[config.mk]
export PLATFORM = sky130hd
export DESIGN_NAME = camera_init_sequencer
export DESIGN_NICKNAME = d
export VERILOG_FILES = /design/src/rtl/camera_init_sequencer.sv
export SDC_FILE = /design/constraint.sdc
export NUM_CORES = 1
export LEC_CHECK = 0
export CAP_MARGIN = 20
export CORE_UTILIZATION = 40
export CTS_CLUSTER_SIZE = 40
export DETAILED_ROUTE_END_ITERATION = 8
export PLACE_DENSITY = 0.58
export SETUP_SLACK_MARGIN = 0.5
export SYNTH_ARGS = -nofsm -noshare
export SYNTH_HDL_FRONTEND = slang
export SYNTH_SLANG_ARGS = --single-unit
[constraint.sdc]
create_clock -name Clk -period 6.61 [get_ports Clk]
set_clock_uncertainty 0.15 [all_clocks]
set_input_delay 1.322 -clock Clk [delete_from_list [all_inputs] [get_ports Clk]]
set_output_delay 1.322 -clock Clk [all_outputs]
set_load 0.02 [all_outputs]
[src/rtl/camera_init_sequencer.sv]
// Camera register-initialisation sequencer: walks a synchronous ROM table and
// drives one i2c_control instance with register writes, read-back and retries.
module camera_init_sequencer #(
  parameter int unsigned LUT_SIZE     = 256,
  parameter logic [7:0]  DEVICE_ID    = 8'h78,
  parameter bit          ADDR_MODE    = 1'b1,
  parameter int unsigned PWRUP_CYCLES = 1_000_000,
  parameter int unsigned DLY_UNIT     = 50_000,
  parameter int unsigned MAX_RETRY    = 3,
  parameter logic [31:0] GAP_CYCLES   = 32'd5000,
  localparam int unsigned IW          = (LUT_SIZE > 1) ? $clog2(LUT_SIZE) : 1
) (
  input  logic          Clk,
  input  logic          Rst_n,
  input  logic          start,
  input  logic          verify_en,
  output logic [IW-1:0] lut_index,
  input  logic [23:0]   lut_data,
  output logic          wrreg_req,
  output logic          rdreg_req,
  output logic [15:0]   addr,
  output logic          addr_mode,
  output logic [7:0]    wrdata,
  output logic [7:0]    device_id,
  output logic [31:0]   dly_cnt_max,
  input  logic [7:0]    rddata,
  input  logic          RW_Done,
  input  logic          ack,
  output logic          busy,
  output logic          init_done,
  output logic          init_error,
  output logic [IW-1:0] err_index,
  output logic [3:0]    dbg_state
);

  localparam logic [3:0] S_IDLE     = 4'd0;
  localparam logic [3:0] S_PWR_WAIT = 4'd1;
  localparam logic [3:0] S_FETCH    = 4'd2;
  localparam logic [3:0] S_LATCH    = 4'd3;
  localparam logic [3:0] S_WR_REQ   = 4'd4;
  localparam logic [3:0] S_WR_WAIT  = 4'd5;
  localparam logic [3:0] S_RD_REQ   = 4'd6;
  localparam logic [3:0] S_RD_WAIT  = 4'd7;
  localparam logic [3:0] S_CHECK    = 4'd8;
  localparam logic [3:0] S_DLY      = 4'd9;
  localparam logic [3:0] S_NEXT     = 4'd10;
  localparam logic [3:0] S_DONE     = 4'd11;
  localparam logic [3:0] S_ERROR    = 4'd12;

  localparam logic [15:0] DLY_MARKER = 16'hFFFF;

  logic [3:0]    state_q, state_d;
  logic [31:0]   cnt_q, cnt_d;
  logic [IW-1:0] index_q, index_d;
  logic [31:0]   retry_q, retry_d;
  logic [23:0]   entry_q, entry_d;
  logic          verify_q, verify_d;
  logic          rd_ack_q, rd_ack_d;
  logic [7:0]    rd_data_q, rd_data_d;
  logic [IW-1:0] err_index_q, err_index_d;

  logic [31:0]   dly_prod;
  logic          last_entry;
  logic          fail_access;

  // Delay markers carry the unit count in the data byte; product wraps at 32 bits.
  assign dly_prod   = {24'd0, entry_q[7:0]} * DLY_UNIT;
  assign last_entry = (index_q == IW'(LUT_SIZE - 1));

  // Handshake with i2c_control: a request is a single-cycle pulse issued only
  // from WR_REQ/RD_REQ; the access is complete on the one-cycle RW_Done pulse,
  // with ack (1 = NACK seen) qualified by RW_Done. RW_Done elsewhere is ignored.
  always_comb begin
    state_d     = state_q;
    cnt_d       = cnt_q;
    index_d     = index_q;
    retry_d     = retry_q;
    entry_d     = entry_q;
    verify_d    = verify_q;
    rd_ack_d    = rd_ack_q;
    rd_data_d   = rd_data_q;
    err_index_d = err_index_q;
    fail_access = 1'b0;

    case (state_q)
      S_IDLE, S_DONE, S_ERROR: begin
        if (start) begin
          state_d     = S_PWR_WAIT;
          cnt_d       = 32'd0;
          index_d     = '0;
          retry_d     = 32'd0;
          err_index_d = '0;
          verify_d    = verify_en;
        end
      end

      S_PWR_WAIT: begin
        if ((cnt_q + 32'd1) >= PWRUP_CYCLES) begin
          state_d = S_FETCH;
          cnt_d   = 32'd0;
        end else begin
          cnt_d = cnt_q + 32'd1;
        end
      end

      S_FETCH: state_d = S_LATCH;

      S_LATCH: begin
        entry_d = lut_data;
        cnt_d   = 32'd0;
        state_d = (lut_data[23:8] == DLY_MARKER) ? S_DLY : S_WR_REQ;
      end

      S_DLY: begin
        // A zero-unit marker still spends exactly one cycle here.
        if ((cnt_q + 32'd1) >= dly_prod) begin
          state_d = S_NEXT;
          cnt_d   = 32'd0;
        end else begin
          cnt_d = cnt_q + 32'd1;
        end
      end

      S_WR_REQ: state_d = S_WR_WAIT;

      S_WR_WAIT: begin
        if (RW_Done) begin
          if (ack) begin
            fail_access = 1'b1;
          end else if (verify_q) begin
            state_d = S_RD_REQ;
          end else begin
            state_d = S_NEXT;
          end
        end
      end

      S_RD_REQ: state_d = S_RD_WAIT;

      S_RD_WAIT: begin
        if (RW_Done) begin
          rd_ack_d  = ack;
          rd_data_d = rddata;
          state_d   = S_CHECK;
        end
      end

      S_CHECK: begin
        if (rd_ack_q || (rd_data_q != entry_q[7:0])) begin
          fail_access = 1'b1;
        end else begin
          state_d = S_NEXT;
        end
      end

      S_NEXT: begin
        retry_d = 32'd0;
        if (last_entry) begin
          state_d = S_DONE;
        end else begin
          index_d = index_q + IW'(1);
          state_d = S_FETCH;
        end
      end

      default: state_d = S_IDLE;
    endcase

    if (fail_access) begin
      if (retry_q < MAX_RETRY) begin
        retry_d = retry_q + 32'd1;
        state_d = S_WR_REQ;
      end else begin
        err_index_d = index_q;
        state_d     = S_ERROR;
      end
    end
  end

  always_ff @(posedge Clk or negedge Rst_n) begin
    if (!Rst_n) begin
      state_q     <= S_IDLE;
      cnt_q       <= 32'd0;
      index_q     <= '0;
      retry_q     <= 32'd0;
      entry_q     <= 24'd0;
      verify_q    <= 1'b0;
      rd_ack_q    <= 1'b0;
      rd_data_q   <= 8'd0;
      err_index_q <= '0;
    end else begin
      state_q     <= state_d;
      cnt_q       <= cnt_d;
      index_q     <= index_d;
      retry_q     <= retry_d;
      entry_q     <= entry_d;
      verify_q    <= verify_d;
      rd_ack_q    <= rd_ack_d;
      rd_data_q   <= rd_data_d;
      err_index_q <= err_index_d;
    end
  end

  // In 8-bit address mode only the low byte of the table address is meaningful.
  assign addr        = ADDR_MODE ? entry_q[23:8] : {8'd0, entry_q[15:8]};
  assign wrdata      = entry_q[7:0];
  assign lut_index   = index_q;
  assign err_index   = err_index_q;
  assign wrreg_req   = (state_q == S_WR_REQ);
  assign rdreg_req   = (state_q == S_RD_REQ);
  assign init_done   = (state_q == S_DONE);
  assign init_error  = (state_q == S_ERROR);
  assign busy        = (state_q != S_IDLE) && (state_q != S_DONE) && (state_q != S_ERROR);
  assign addr_mode   = ADDR_MODE;
  assign device_id   = DEVICE_ID;
  assign dly_cnt_max = GAP_CYCLES;
  assign dbg_state   = state_q;

endmodule
* Yosys cells after proc, flatten, opt, wreduce, memory -nomap -nowiden
Index checks and enable logic that the tools add are counted.
** Storage, ports and cells
- Bits in registers :: 118
- Bits in latches :: 0
- Bits in writable memories :: 0
- Bits in read-only memories :: 0
- Logic and storage cells :: 87
- Memories kept :: 0
** Cells by class
- $add $sub $neg :: 3
- $mul :: 1
- Div/mod/pow operators :: 0
- Magnitude comparators :: 3
- Equality and inequality tests :: 26
- Shift operators :: 0
- Muxes and demuxes :: 32
- Bitwise gates (word level) :: 0
- Reductions and logical operators :: 13
** Operators by type and width (number)
- 32-bit two-way mux :: 6
- 32-bit one-hot mux with 4 select lines :: 1
- 32-bit by 1-bit adder with 32-bit output, second input constant :: 2
- 32-bit one-hot mux with 2 select lines :: 1
- 4-bit two-way mux :: 12
- 8-bit two-way mux :: 6
- 4-bit one-hot mux with 11 select lines :: 1
- 32-bit by 20-bit greater-or-equal comparator with 1-bit output, second input constant :: 1
- 32-bit by 24-bit greater-or-equal comparator with 1-bit output :: 1
- 32-bit by 2-bit < comparator with 1-bit output, second input constant :: 1
- 3-bit != test, second input constant :: 7
- 4-bit equality test, second input constant :: 5
- 8-bit by 12-bit multiplier with 20-bit output, second input constant :: 1
- 16-bit equality test, second input constant :: 1
- 4-bit by 3-bit equality test with 1-bit output, second input constant :: 4
- 8-bit one-hot mux with 2 select lines :: 1
- 8-bit by 1-bit adder with 8-bit output, second input constant :: 1
- 4-bit by 2-bit equality test with 1-bit output, second input constant :: 2
- 8-bit equality test, second input constant :: 1
- 4-bit != test, second input constant :: 2
- 8-bit != test :: 1
- 4-bit nonzero test :: 2
- 7-bit AND reduction :: 1
- 2-bit AND reduction :: 3
- 10 further kinds :: 14

* Logic depth before layout (Yosys ltp)
- Word-level depth :: 6
- Mapped depth :: 25
- Mapped depth without buffers :: 24

* Worst setup path before layout
No wires, ideal clock.
- Path kind :: reg2reg
- Start point :: reg entry_q[2]
- End point :: reg state_q[0] (netlist: dbg_state[0])
- Setup time :: 0.124 ns
- Data arrival time :: 5.495 ns
- Required time :: 6.336 ns
- Path slack :: 0.841 ns
- Cell stages (with the launch flop) :: 24
- Buffers on the path :: 0
- Clock period less this slack :: 5.769 ns
- Cells stage by stage :: dfrtp_1 > ha_1 > ha_1 > inv_1 > fa_1 > inv_1 > fa_1 > ha_1 > nor2b_1 > o21ai_0 > a21oi_1 > o21ai_0 > a211oi_1 > o31ai_1 > nor3_1 > a311oi_1 > ha_1 > a21o_1 > a221oi_1 > o221a_2 > o31ai_1 > o21ai_0 > nor2_1 > o2bb2ai_1
** Between the ends
- Longest elaborated chain between the ends :: 6
- Elaborated cells between the ends (all ways) :: 15
** Ends and longest elaborated chain
- from (decl) :: line 56 : logic [23:0] entry_q, entry_d;
- from (signal assigned) :: line 196 : entry_q <= entry_d;
- branches (longest 6 deep; another with 32-bit by 24-bit greater-or-equal comparator with 1-bit output)
- to (signal assigned) :: line 192 : state_q <= state_d;
- to (decl) :: line 52 : logic [3:0] state_q, state_d;
Parallel ways; which one is timed is not known.
A chain may end at the register's enable or synchronous reset.

* Worst setup path after layout
- Start point :: reg entry_q[4]
- End point :: reg cnt_q[12]
** Between the ends
- Longest elaborated chain between the ends :: 4
** Ends and longest elaborated chain
- 8-bit by 12-bit multiplier with 20-bit output :: line 67 : assign dly_prod = {24'd0, entry_q[7:0]} * DLY_UNIT;
- 32-bit by 24-bit greater-or-equal comparator with 1-bit output :: line 116 : if ((cnt_q + 32'd1) >= dly_prod) begin
- 32-bit two-way mux :: line 116
- 32-bit one-hot mux with 4 select lines :: line 85 : case (state_q)
- to (signal assigned) :: line 193 : cnt_q <= cnt_d;
- to (decl) :: line 53 : logic [31:0] cnt_q, cnt_d;
No other way between the ends.

==> out/metrics.yaml <==
worst_pin_slew_ps: 942
via_count: 6221
drt_iter0_markers: 324
yosys.area.top_type_share: 0.363
synth_area_per_cell_sq_um: 9.79
fin_crit_ps: 5790
grt_pass1_vias: 5887
critPathRequiredTime_ps: 6760
root_buffer: "clkbuf_16"
worstSetupStartpointType: "flop"
place_congestion: 0.806
start_util: 0.413
maxCapViolations: 0
htreeDepth: 4
port_buffers: 86
ys_seq_elements: 118
antenna_found_initial: 0
synth_ff_type: "dfrtp_1"
final_nets: 1036
wl_per_cell_um: 15.8
fmax_ghz: 0.173
hp-class: "flop to flop"
ys_warn_count: 0
wirelength_mm: 18.7
die_y_um: 145
grt_pass1_wl_mm: 30.6
grt_overflow: 0
antenna_cells: 0
synth_area_leaders: "dfrtp_1, ha_1, mux2_2"
finish.utilization: 0.495
grt_setup_unrepaired: "false"
top_level_ports: 128
synth_top_area_cell: "dfrtp_1"
synth_enable_flop_cells: 0
clk_pin_slew_ps: 60
viasPerCell: 5.24
cts_buffers: 17
postRouteAntennaNets: 0
die_w_um: 145
grt_usage: 0.189
core_area_sq_um: 19700
status: "finished, final reports clean"
drc: 0
arrival_ps: 5940
setup_tns_ps: 0
cts_tree: "yes"
dpl_cell_area_sq_um: 9050
grt_max_degree: 74
cts.sinks: 118
ys_seq_area_frac: 0.363
fill_cells: 1860
clock_latency_ps: 420
ys_async_sr_fraction: 1.00
regArea_sq_um: 2950
cp-end-kind: "flop"
crit_fanout: 7
die_area_sq_um: 20900
multi_input_area_sq_um: 4790
clockBufferDepth: 2
cts_hold_buf: 0
fin_area_sq_um: 9740
dpl.hpwl_mm: 13.5
dr.pass1.iters: 4
timing.final.crit_share: 0.876
drive_above_1_share: 0.123
syn_area_sq_um: 8120
setup_viol_count_final: 0
crit_type: "flop to flop"
synthToLayoutAreaGrowth_pct: 19.8
synth_cells: 830
rows: 51
yosysMostFrequentCell: "dfrtp_1"
yosys-top-cells-count: "dfrtp_1, ha_1, nand2_1"
slew_headroom: 0.372
yosysUniqueCellTypes: 72
hold_violations: 0
drv_slew: 0
==> registers in the layout (all words and copies together), names as in the netlist, 4 cells and up <==
signal     cells
cnt_q         32
dbg_state      4
entry_q       24
err_index      8
lut_index      8
rd_data_q      8
retry_q       32
==> per-layer routing <==
| metal | routed length (um) | track usage |
|---|---|---|
| met1 | 9180 | 0.265 |
| met2 | 8550 | 0.290 |
| met4 | 139 | 0.0432 |
| met5 | 0 | 0 |
| met3 | 873 | 0.0503 |
==> critical path, cell delays in order (launching register included) <==
cell and delay (ps):
dfrtp_1 380, buf_4 170, ha_1 290, inv_1 60
fa_1 500, inv_1 60, fa_1 450, ha_1 310
ha_1 320, nor3_1 50, nor2_1 180, a31oi_2 130
a211o_1 320, o2111ai_1 220, a21oi_1 100, xnor2_1 150
ha_1 320, nand4_1 140, nor2_2 150, o211ai_1 160
o221a_2 300, o31ai_4 120, o21ai_4 190, a31o_2 280
a22o_1 170
==> path summary, 6_finish.rpt <==
check | from | end | slack, ps | depth (start not counted)
setup / recovery | entry_q[4] | cnt_q[12] | 820 | 24
hold / removal | retry_q[0] | retry_q[0] | 330 | 1
setup reg to reg | entry_q[4] | cnt_q[12] | 820 | 24
hold reg to reg | retry_q[0] | retry_q[0] | 330 | 1
max in group asynchronous | Rst_n | lut_index[5] | 4230 | 2
min in group asynchronous | Rst_n | cnt_q[3] | 890 | 1
==> per-stage QoR <==
step | std cells | setup WS (ps) | hold slack, ps
after global placement | 1151 | 522 | 319
after floorplan | 869 | 841 | 302
final | 1187 | 820 | 334
after detailed placement | 1151 | 292 | 321
after CTS | 1183 | 531 | 337
after global routing | 1187 | 533 | 346
==> layout by cell type (no fill, tap or decap), types with 5 or more instances in the layout <==
cell type and count:
o31ai_1 5, a21oi_1 19, or3_1 11, nor3_1 22, o21a_1 6, clkbuf_16 17, fa_1 12, and2_1 36
nand2_1 63, conb_1 41, o21ai_0 26, a22o_1 10, o211ai_1 9, nand3_1 25, nand4_1 21, inv_6 7
nor2_1 35, or2_2 10, nor2b_1 11, nor4_1 15, xnor2_1 26, or4_1 7, inv_1 37, buf_4 10
nand2b_1 7, a21o_1 9, a31oi_1 7, xor2_1 17, a211o_1 7, mux2i_1 6, clkdlybuf4s50_1 85, o21ai_1 6
ha_1 77, mux2_2 31, dfrtp_1 117
==> what timing repair did <==
action	CTS	global route
endpoints found under the setup margin	20	28
cloned	0	1
resized for setup	3	13
setup buffers	0	3
pin swaps	0	1
==> area by class of cell <==
cell class / instances / area share
Clock inverter: 14 / 0.0167
Timing Repair Buffer: 95 / 0.0951
Inverter: 37 / 0.0143
Clock buffer: 18 / 0.0441
Multi-Input combinational cell: 640 / 0.492
Sequential cell: 118 / 0.303
Tap cell: 265 / 0.0341
==> cell families after synthesis <==
logic type	share of synthesized area
buffers and inverters	0.0755
AOI/OAI and AO/OA	0.117
DFF	0.363
other	0.000924
muxes	0.0504
xor gates and xnor gates	0.0464
adders and majority gates	0.148
and+or+nand+nor	0.199
Power is not shown: default switching activity piles up to over one toggle a cycle in this logic, so the estimate is an artifact.
